===== src/rtl/pc_stack_unit.sv =====
// Program counter with a hardware return-address stack (call/ret) and optional relative branch.
// Latency: one clock from request to pc_out/sp update; stack_err pulses the cycle after a failed call/ret.
// Backpressure: none. One operation is applied per cycle by fixed priority and lower-priority requests are dropped.
//
// Ports:
//   clk, rst               single clock, synchronous active-high reset
//   pc_en                  increment pc by one
//   pc_load, pc_in         absolute jump to pc_in (pc_in is also the call target)
//   call, ret              push return address and jump / pop return address into pc
//   pc_rel, rel_off        relative branch by signed rel_off (only when PC_REL_BRANCH_EN is defined)
//   pc_out                 registered current instruction address
//   sp                     stack occupancy, 0..STACK_DEPTH
//   stack_full/empty       decodes of the registered sp
//   stack_err              registered one-cycle pulse on overflow/underflow attempt
//
// Build option: define PC_REL_BRANCH_EN to enable relative branches. When it is undefined,
// pc_rel and rel_off stay on the port list but are ignored and no branch adder is built.

module pc_stack_unit #(
  parameter int ADDR_W      = 8,
  parameter int STACK_DEPTH = 4,
  parameter int RESET_ADDR  = 0
) (
  input  logic                             clk,
  input  logic                             rst,
  input  logic                             pc_en,
  input  logic                             pc_load,
  input  logic [ADDR_W-1:0]                pc_in,
  input  logic                             call,
  input  logic                             ret,
  input  logic                             pc_rel,
  input  logic [ADDR_W-1:0]                rel_off,
  output logic [ADDR_W-1:0]                pc_out,
  output logic [$clog2(STACK_DEPTH):0]     sp,
  output logic                             stack_full,
  output logic                             stack_empty,
  output logic                             stack_err
);

  localparam int IDX_W = $clog2(STACK_DEPTH);
  localparam int SP_W  = IDX_W + 1;

  // Operation selected this cycle after priority resolution.
  typedef enum logic [2:0] {
    OP_HOLD,
    OP_LOAD,
    OP_CALL,
    OP_RET,
    OP_REL,
    OP_INC
  } op_e;

  op_e               op;
  logic [ADDR_W-1:0] pc_q;
  logic [ADDR_W-1:0] pc_d;
  logic [SP_W-1:0]   sp_q;
  logic [SP_W-1:0]   sp_d;
  logic              err_q;
  logic              err_d;
  logic              push;
  logic [ADDR_W-1:0] pc_inc;
  logic [SP_W-1:0]   sp_dec;
  logic [IDX_W-1:0]  push_idx;
  logic [IDX_W-1:0]  pop_idx;
  logic              rel_req;
  logic [ADDR_W-1:0] rel_target;

  logic [ADDR_W-1:0] stack_mem [STACK_DEPTH];

  assign stack_full  = (sp_q == SP_W'(STACK_DEPTH));
  assign stack_empty = (sp_q == '0);

  // Shared incrementer: feeds both pc_en and the return address pushed by call.
  assign pc_inc = pc_q + ADDR_W'(1);
  assign sp_dec = sp_q - SP_W'(1);

  // Push only happens when not full, so sp fits in the index width; pop only when
  // not empty, so sp-1 is a valid index.
  assign push_idx = sp_q[IDX_W-1:0];
  assign pop_idx  = sp_dec[IDX_W-1:0];

`ifdef PC_REL_BRANCH_EN
  // Two's-complement add; wrap-around gives the signed result modulo 2^ADDR_W.
  assign rel_req    = pc_rel;
  assign rel_target = pc_q + rel_off;
`else
  // Relative branch disabled: the request is treated as absent, so pc_en still
  // applies if asserted alongside it.
  logic unused_rel;
  assign unused_rel = ^{pc_rel, rel_off};
  assign rel_req    = 1'b0;
  assign rel_target = pc_q;
`endif

  // Priority: pc_load > call > ret > pc_rel > pc_en. rst is handled in the register.
  always_comb begin
    op = OP_HOLD;
    if (pc_load) begin
      op = OP_LOAD;
    end else if (call) begin
      op = OP_CALL;
    end else if (ret) begin
      op = OP_RET;
    end else if (rel_req) begin
      op = OP_REL;
    end else if (pc_en) begin
      op = OP_INC;
    end
  end

  always_comb begin
    pc_d  = pc_q;
    sp_d  = sp_q;
    err_d = 1'b0;
    push  = 1'b0;
    unique case (op)
      OP_LOAD: begin
        pc_d = pc_in;
      end
      OP_CALL: begin
        if (stack_full) begin
          err_d = 1'b1;
        end else begin
          push = 1'b1;
          sp_d = sp_q + SP_W'(1);
          pc_d = pc_in;
        end
      end
      OP_RET: begin
        if (stack_empty) begin
          err_d = 1'b1;
        end else begin
          sp_d = sp_dec;
          pc_d = stack_mem[pop_idx];
        end
      end
      OP_REL: begin
        pc_d = rel_target;
      end
      OP_INC: begin
        pc_d = pc_inc;
      end
      default: begin
        pc_d = pc_q;
      end
    endcase
  end

  always_ff @(posedge clk) begin
    if (rst) begin
      pc_q  <= ADDR_W'(RESET_ADDR);
      sp_q  <= '0;
      err_q <= 1'b0;
    end else begin
      pc_q  <= pc_d;
      sp_q  <= sp_d;
      err_q <= err_d;
    end
  end

  // Entry storage needs no reset; contents are only read below sp. A push in the
  // reset cycle is harmless because sp returns to zero.
  always_ff @(posedge clk) begin
    if (push) begin
      stack_mem[push_idx] <= pc_inc;
    end
  end

  assign pc_out    = pc_q;
  assign sp        = sp_q;
  assign stack_err = err_q;

endmodule


===== config.mk =====
export PLATFORM = sky130hd
export DESIGN_NAME = pc_stack_unit
export DESIGN_NICKNAME = d
export VERILOG_FILES = /design/src/rtl/pc_stack_unit.sv
export SDC_FILE = /design/constraint.sdc
export NUM_CORES = 1
export LEC_CHECK = 0
export ABC_AREA = 1
export BUFFER_PORTS_ARGS = -buffer_cell sky130_fd_sc_hd__buf_2
export CAP_MARGIN = 30
export CELL_PAD_IN_SITES_DETAIL_PLACEMENT = 1
export CELL_PAD_IN_SITES_GLOBAL_PLACEMENT = 2
export CORE_MARGIN = 3
export CORE_UTILIZATION = 36
export DETAILED_ROUTE_END_ITERATION = 10
export HOLD_SLACK_MARGIN = 0.03
export MAX_ROUTING_LAYER = met4
export PLACE_DENSITY_LB_ADDON = 0.1
export SLEW_MARGIN = 20
export SYNTH_ARGS = -nofsm -noshare
export SYNTH_HDL_FRONTEND = slang
export SYNTH_SLANG_ARGS = --single-unit

===== constraint.sdc =====
create_clock -name clk -period 5.8 [get_ports clk]
set_input_delay 0.29 -clock clk [delete_from_list [all_inputs] [get_ports clk]]
set_output_delay 0.29 -clock clk [all_outputs]
set_load 0.01 [all_outputs]

After elaboration in Yosys (flattened, before gate mapping)

Memory sizes are Yosys's and may differ from the RTL's.
Cells that the tools add are included.

RAM bits: 32
Memories: 1
Input port bits: 23
Word-level logic and storage cells: 36
Flip-flop bits (word level): 12
Output and inout bits: 14

$add $sub $neg: 3
Multiplexer cells: 17
Reductions and logical operators: 5
Eq/ne operators: 7

Memories:

| name      | depth | width | rd ports | clocked after memory_dff | write ports | line | RTL |
|---|---|---|---|---|---|---|---|
| stack_mem | 4     | 8     | 1        | 0                        | 1           | 68   | `logic [ADDR_W-1:0] stack_mem [STACK_DEPTH];` |

Operator list:

| operator            | count |
|---|---|
| $pmux 8 s4          | 1 |
| $mux 3              | 6 |
| $mux 8              | 2 |
| $add 8x1->8 const B | 1 |
| $eq 3x2->1 const B  | 2 |
| $eq 3x3->1 const B  | 2 |
| $mux 1              | 6 |
| $pmux 3 s2          | 1 |
| $reduce_and 3->1    | 2 |
| $ne 2x2->1 const B  | 2 |
| $reduce_bool 4->1   | 1 |
| $add 3x1->3 const B | 1 |
| $eq 3x1->1 const B  | 1 |
| $logic_not 3->1     | 1 |
| $sub 3x1->3 const B | 1 |
| $pmux 1 s2          | 1 |
| $reduce_bool 2->1   | 1 |

Depth between registers and ports, before layout

Word-level depth: 8
Mapped depth: 12
Depth with buffers taken out: 9

Worst setup path before layout

No wires, ideal clock.

Path kind: reg2reg
Start point: register sp_q[0], in the netlist sp[0]
End point: memory stack_mem[0][0], enable pin
Stages on the path, launching flop included: 7
Path slack: 3,757 ps
Buffers on the path: 2
Library setup time: 383 ps
Arrival time: 1,659 ps
Data required time: 5,417 ps
Period minus slack after synthesis: 2,043 ps
Cell sequence: dfxtp_1 > buf_4 > inv_4 > buf_4 > ha_1 > nand2_2 > nor3_1

Cells in the longest elaborated chain, start to end: 5

RTL lines:

| what                         | line | RTL |
|---|---|---|
| start, declared              | 56   | `logic [SP_W-1:0] sp_q;` |
| start signal, assigned       | 156  | `sp_q <= sp_d;` |
| $eq 3x3->1                   | 70   | `assign stack_full = (sp_q == SP_W'(STACK_DEPTH));` |
| $mux 1                       | 121  | `if (stack_full) begin` |
| $mux 1                       | 116  | `unique case (op)` |
| $mux 1                       | 164  | `if (push) begin` |
| $mux 1 (not written as such) | 165  | `stack_mem[push_idx] <= pc_inc;` |
| end, declared                | 68   |  |

Several ways; a longest one is shown, not always the timed one.

Final worst setup path

Start point: register sp_q[0], in the netlist sp[0]
End point: memory stack_mem[3][2], enable pin

The elaborated chain is that of the path after synthesis.

==> results.md <==
* FF-to-FF Start: sp[0]$_SDFFE_PP0P_
* Bufs and invs on worst path at 1
* Post-Syn Nets at 291
* Number of I/O port buffers at 27
* Register area at 1201 sq um
* FF-to-FF path depth at 5
* P_int at 0.5239 mW
* ANT nets after route at 0
* Most frequent cells in the layout: 86 x nand2_1, 33 x nand3_1, 32 x edfxtp_1, 27 x buf_2, 26 x inv_1
* Die width at 85.27 um
* Residual DRC count at 0
* CP Capture Type: flip-flop
* Layout overhead on the synthesized area at 13.44%
* Post-cts resize count at 0
* Dpl hpwl at 3976 um
* Seq pwr share at 51.6%
* Vias per cell at 4.709
* Worst hold path endpoint: sp[2]$_SDFFE_PP0P_
* Clock buffer depth at 2
* Critical path class: flip-flop to flip-flop
* Slowest Stage Delay on Critical Path at 860 ps
* Die span in y at 85.27 um
* First-pass GRT wire length at 8866 um
* Largest net degree at the start of global routing at 22
* Worst min-delay path startpoint: rst
* Post-synthesis cell type count at 27
* Worst Hold Path Cells at 2
* Clock power frac at 32.0%
* Crit path DAT at 2640 ps
* RD Place Congestion at 0.7434
* Clock sinks at 44
* Total Power at 0.7193 mW
* Skew-Pair Late Insertion Delay at 290 ps
* Clock Skew at 7.838 ps
* Post-synth EDFFs at 32
* Final Hold Vio Count at 0
* TritonCTS Buffers at 5
* Post-CTS Hold Buffers at 0
* CTS tree: yes
* Yosys warns at 0
* Fraction of layout cells with a size suffix above 1 at 21.16%
* Avg WL per Cell at 14.90 um
* Setup Fix Bufs, Post-CTS at 0
* LEAKAGE at 1.139 nW
* Peak Freq at 368.1 MHz
* Worst Setup Start Kind: flip-flop
* Clock-pin slew on the worst setup and hold paths at 80 ps
* Footprint of the multi-input gates at 889.6 sq um
* Fin crit share at 46.83%
* Critical Path RT at 5720 ps
* Grt ovf at 0
* Post-Route WL at 5485 um
* DIE AREA at 7271 sq um
* Final Slew Violations at 0
* I/O pins at 37
* NumNets Final at 321
* Sw Share at 27.16%
* Max Cap Viol at 0
* 1st-pass router iterations at 4
* Worst r2r dst: stack_mem[3][2]$_DFFE_PP_
* Hold/Removal Path Class: primary input to flip-flop
* Mapped Area at 2262 sq um
* Share of total power in combinational logic at 16.4%
* Antenna violations before repair at 0
* Pwr/cell area at 280.3 nW/um^2
* Cell Rows at 28
* Setup_tns at 0 ps
* N_diodes at 0
* Sw Pwr at 0.1954 mW
* Core area at 5991 sq um
* Seq/Total Area, Yosys at 53.10%
* CP max FO at 21
* Family with the most delay on the worst path: simple AND/OR/NAND/NOR gates
* R2R setup slack at 3080 ps
* Status: finished clean
* Fill count at 760
* Depth of the CTS H-tree at 2
* Unrepaired setup endpoints after global routing: false
* Initial core utilization at 37.76%
* Fin crit period at 2716 ps
* Cells after Synth at 262
* Ys async rst share at 0%
* VDD IR max at 0.1112 mV
* Worst Max-Slew Pin Slew at 843.0 ps
* FF+latch count, synth at 44
* Slowest cell on the critical path: dfxtp_1
* Most common cell after layout, fill and taps aside: nand2_1
* Setup violators final at 0
* Critical path, cell by cell: inv_4 > ha_1 > nand2_1 > nand3_1 > nor2_1
* Avg Cell Area, Syn at 8.634 sq um
* Iter 0 DRT Violations at 63
* Slew headroom at 43.59%
* Total track usage at 16.56%
* CTS root buffer: clkbuf_8
* Vias in the first global route at 1706
* Synth Flop Type: edfxtp_1
* Via count at 1733
-- state kept, by name, indices dropped and copies added (netlist names) --
register / count
stack_mem: 32
sp: 3
stack_err: 1
pc_out: 8
-- per-stage QoR --
step           instance area [sq um]  utilization (%)  std cells  hold slack [ps]  worst slack (ps)
5_1_grt                         2566            42.84        368            179.6              2867
2_1_floorplan                   2262                -        262            359.1              3757
6_report                        2566            42.84        368            192.1              3084
3_5_place_dp                    2459            41.04        360            490.1              3044
3_3_place_gp                    2459            41.04        360            488.4              3078
4_1_cts                         2566            42.84        368            174.9              3019
-- final cells by class --
cell class	count	share of cell area, %
Clock buffer	6	2.828
Multi-Input combinational cell	179	34.67
Timing Repair Buffer	28	5.558
Inverter	34	5.119
Clock inverter	2	1.365
Sequential cell	44	46.81
Tap cell	75	3.657
-- Yosys cell counts, types with 3 or more instances --
cell type  count  area, sq um
nand2_1       86        322.8
nand2_2        7        43.79
o21ai_0        4        20.02
nor2_2         5        31.28
inv_1         26        97.59
ha_1           6        75.07
a21oi_1        3        15.01
nand3_1       33        165.2
dfxtp_1       12        240.2
nor2_1        21        78.83
a21oi_2        3        26.28
inv_2          5        18.77
edfxtp_1      32        960.9
-- power by group through the flow --
stage / sequential (mW) / clock, mW / combinational [mW]
after floorplan: 0.376 / 0 / 0.0821
after global placement: 0.378 / 0 / 0.117
after detailed placement: 0.379 / 0 / 0.120
after CTS: 0.371 / 0.236 / 0.121
after global routing: 0.373 / 0.250 / 0.136
final: 0.371 / 0.230 / 0.118
-- worst max path at each step --
| stage | start | endpoint | cells past startpoint |
|---|---|---|---|
| 2_1_floorplan | sp[0]$_SDFFE_PP0P_ | stack_mem[0][0]$_DFFE_PP_ | 6 |
| 3_3_place_gp | sp[0]$_SDFFE_PP0P_ | stack_mem[2][6]$_DFFE_PP_ | 5 |
| 3_5_place_dp | sp[0]$_SDFFE_PP0P_ | stack_mem[3][6]$_DFFE_PP_ | 5 |
| 4_1_cts | sp[0]$_SDFFE_PP0P_ | stack_mem[3][2]$_DFFE_PP_ | 5 |
| 5_1_grt | sp[0]$_SDFFE_PP0P_ | stack_mem[2][2]$_DFFE_PP_ | 5 |
| 6_report | sp[0]$_SDFFE_PP0P_ | stack_mem[3][2]$_DFFE_PP_ | 5 |
-- kinds of logic (layout without fill, tap and decap cells) --
| logic type | count (synthesis) | count (layout) | share of synthesized area [%] |
|---|---|---|---|
| simple gates | 160 | 160 | 32.13 |
| flops | 44 | 44 | 53.10 |
| buf+inv | 39 | 70 | 7.577 |
| compound gates | 10 | 10 | 2.710 |
| xor+xnor | 3 | 3 | 1.162 |
| fa+ha+maj | 6 | 6 | 3.318 |
-- layer usage --
metal	up-vias	track usage, %	wire length, um
met5	-	-	0
met4	0	4.317	65
li1	894	-	-
met1	808	22.88	2728
met3	7	2.330	175
met2	24	25.64	2515
Power figures use the tool's default switching activity.
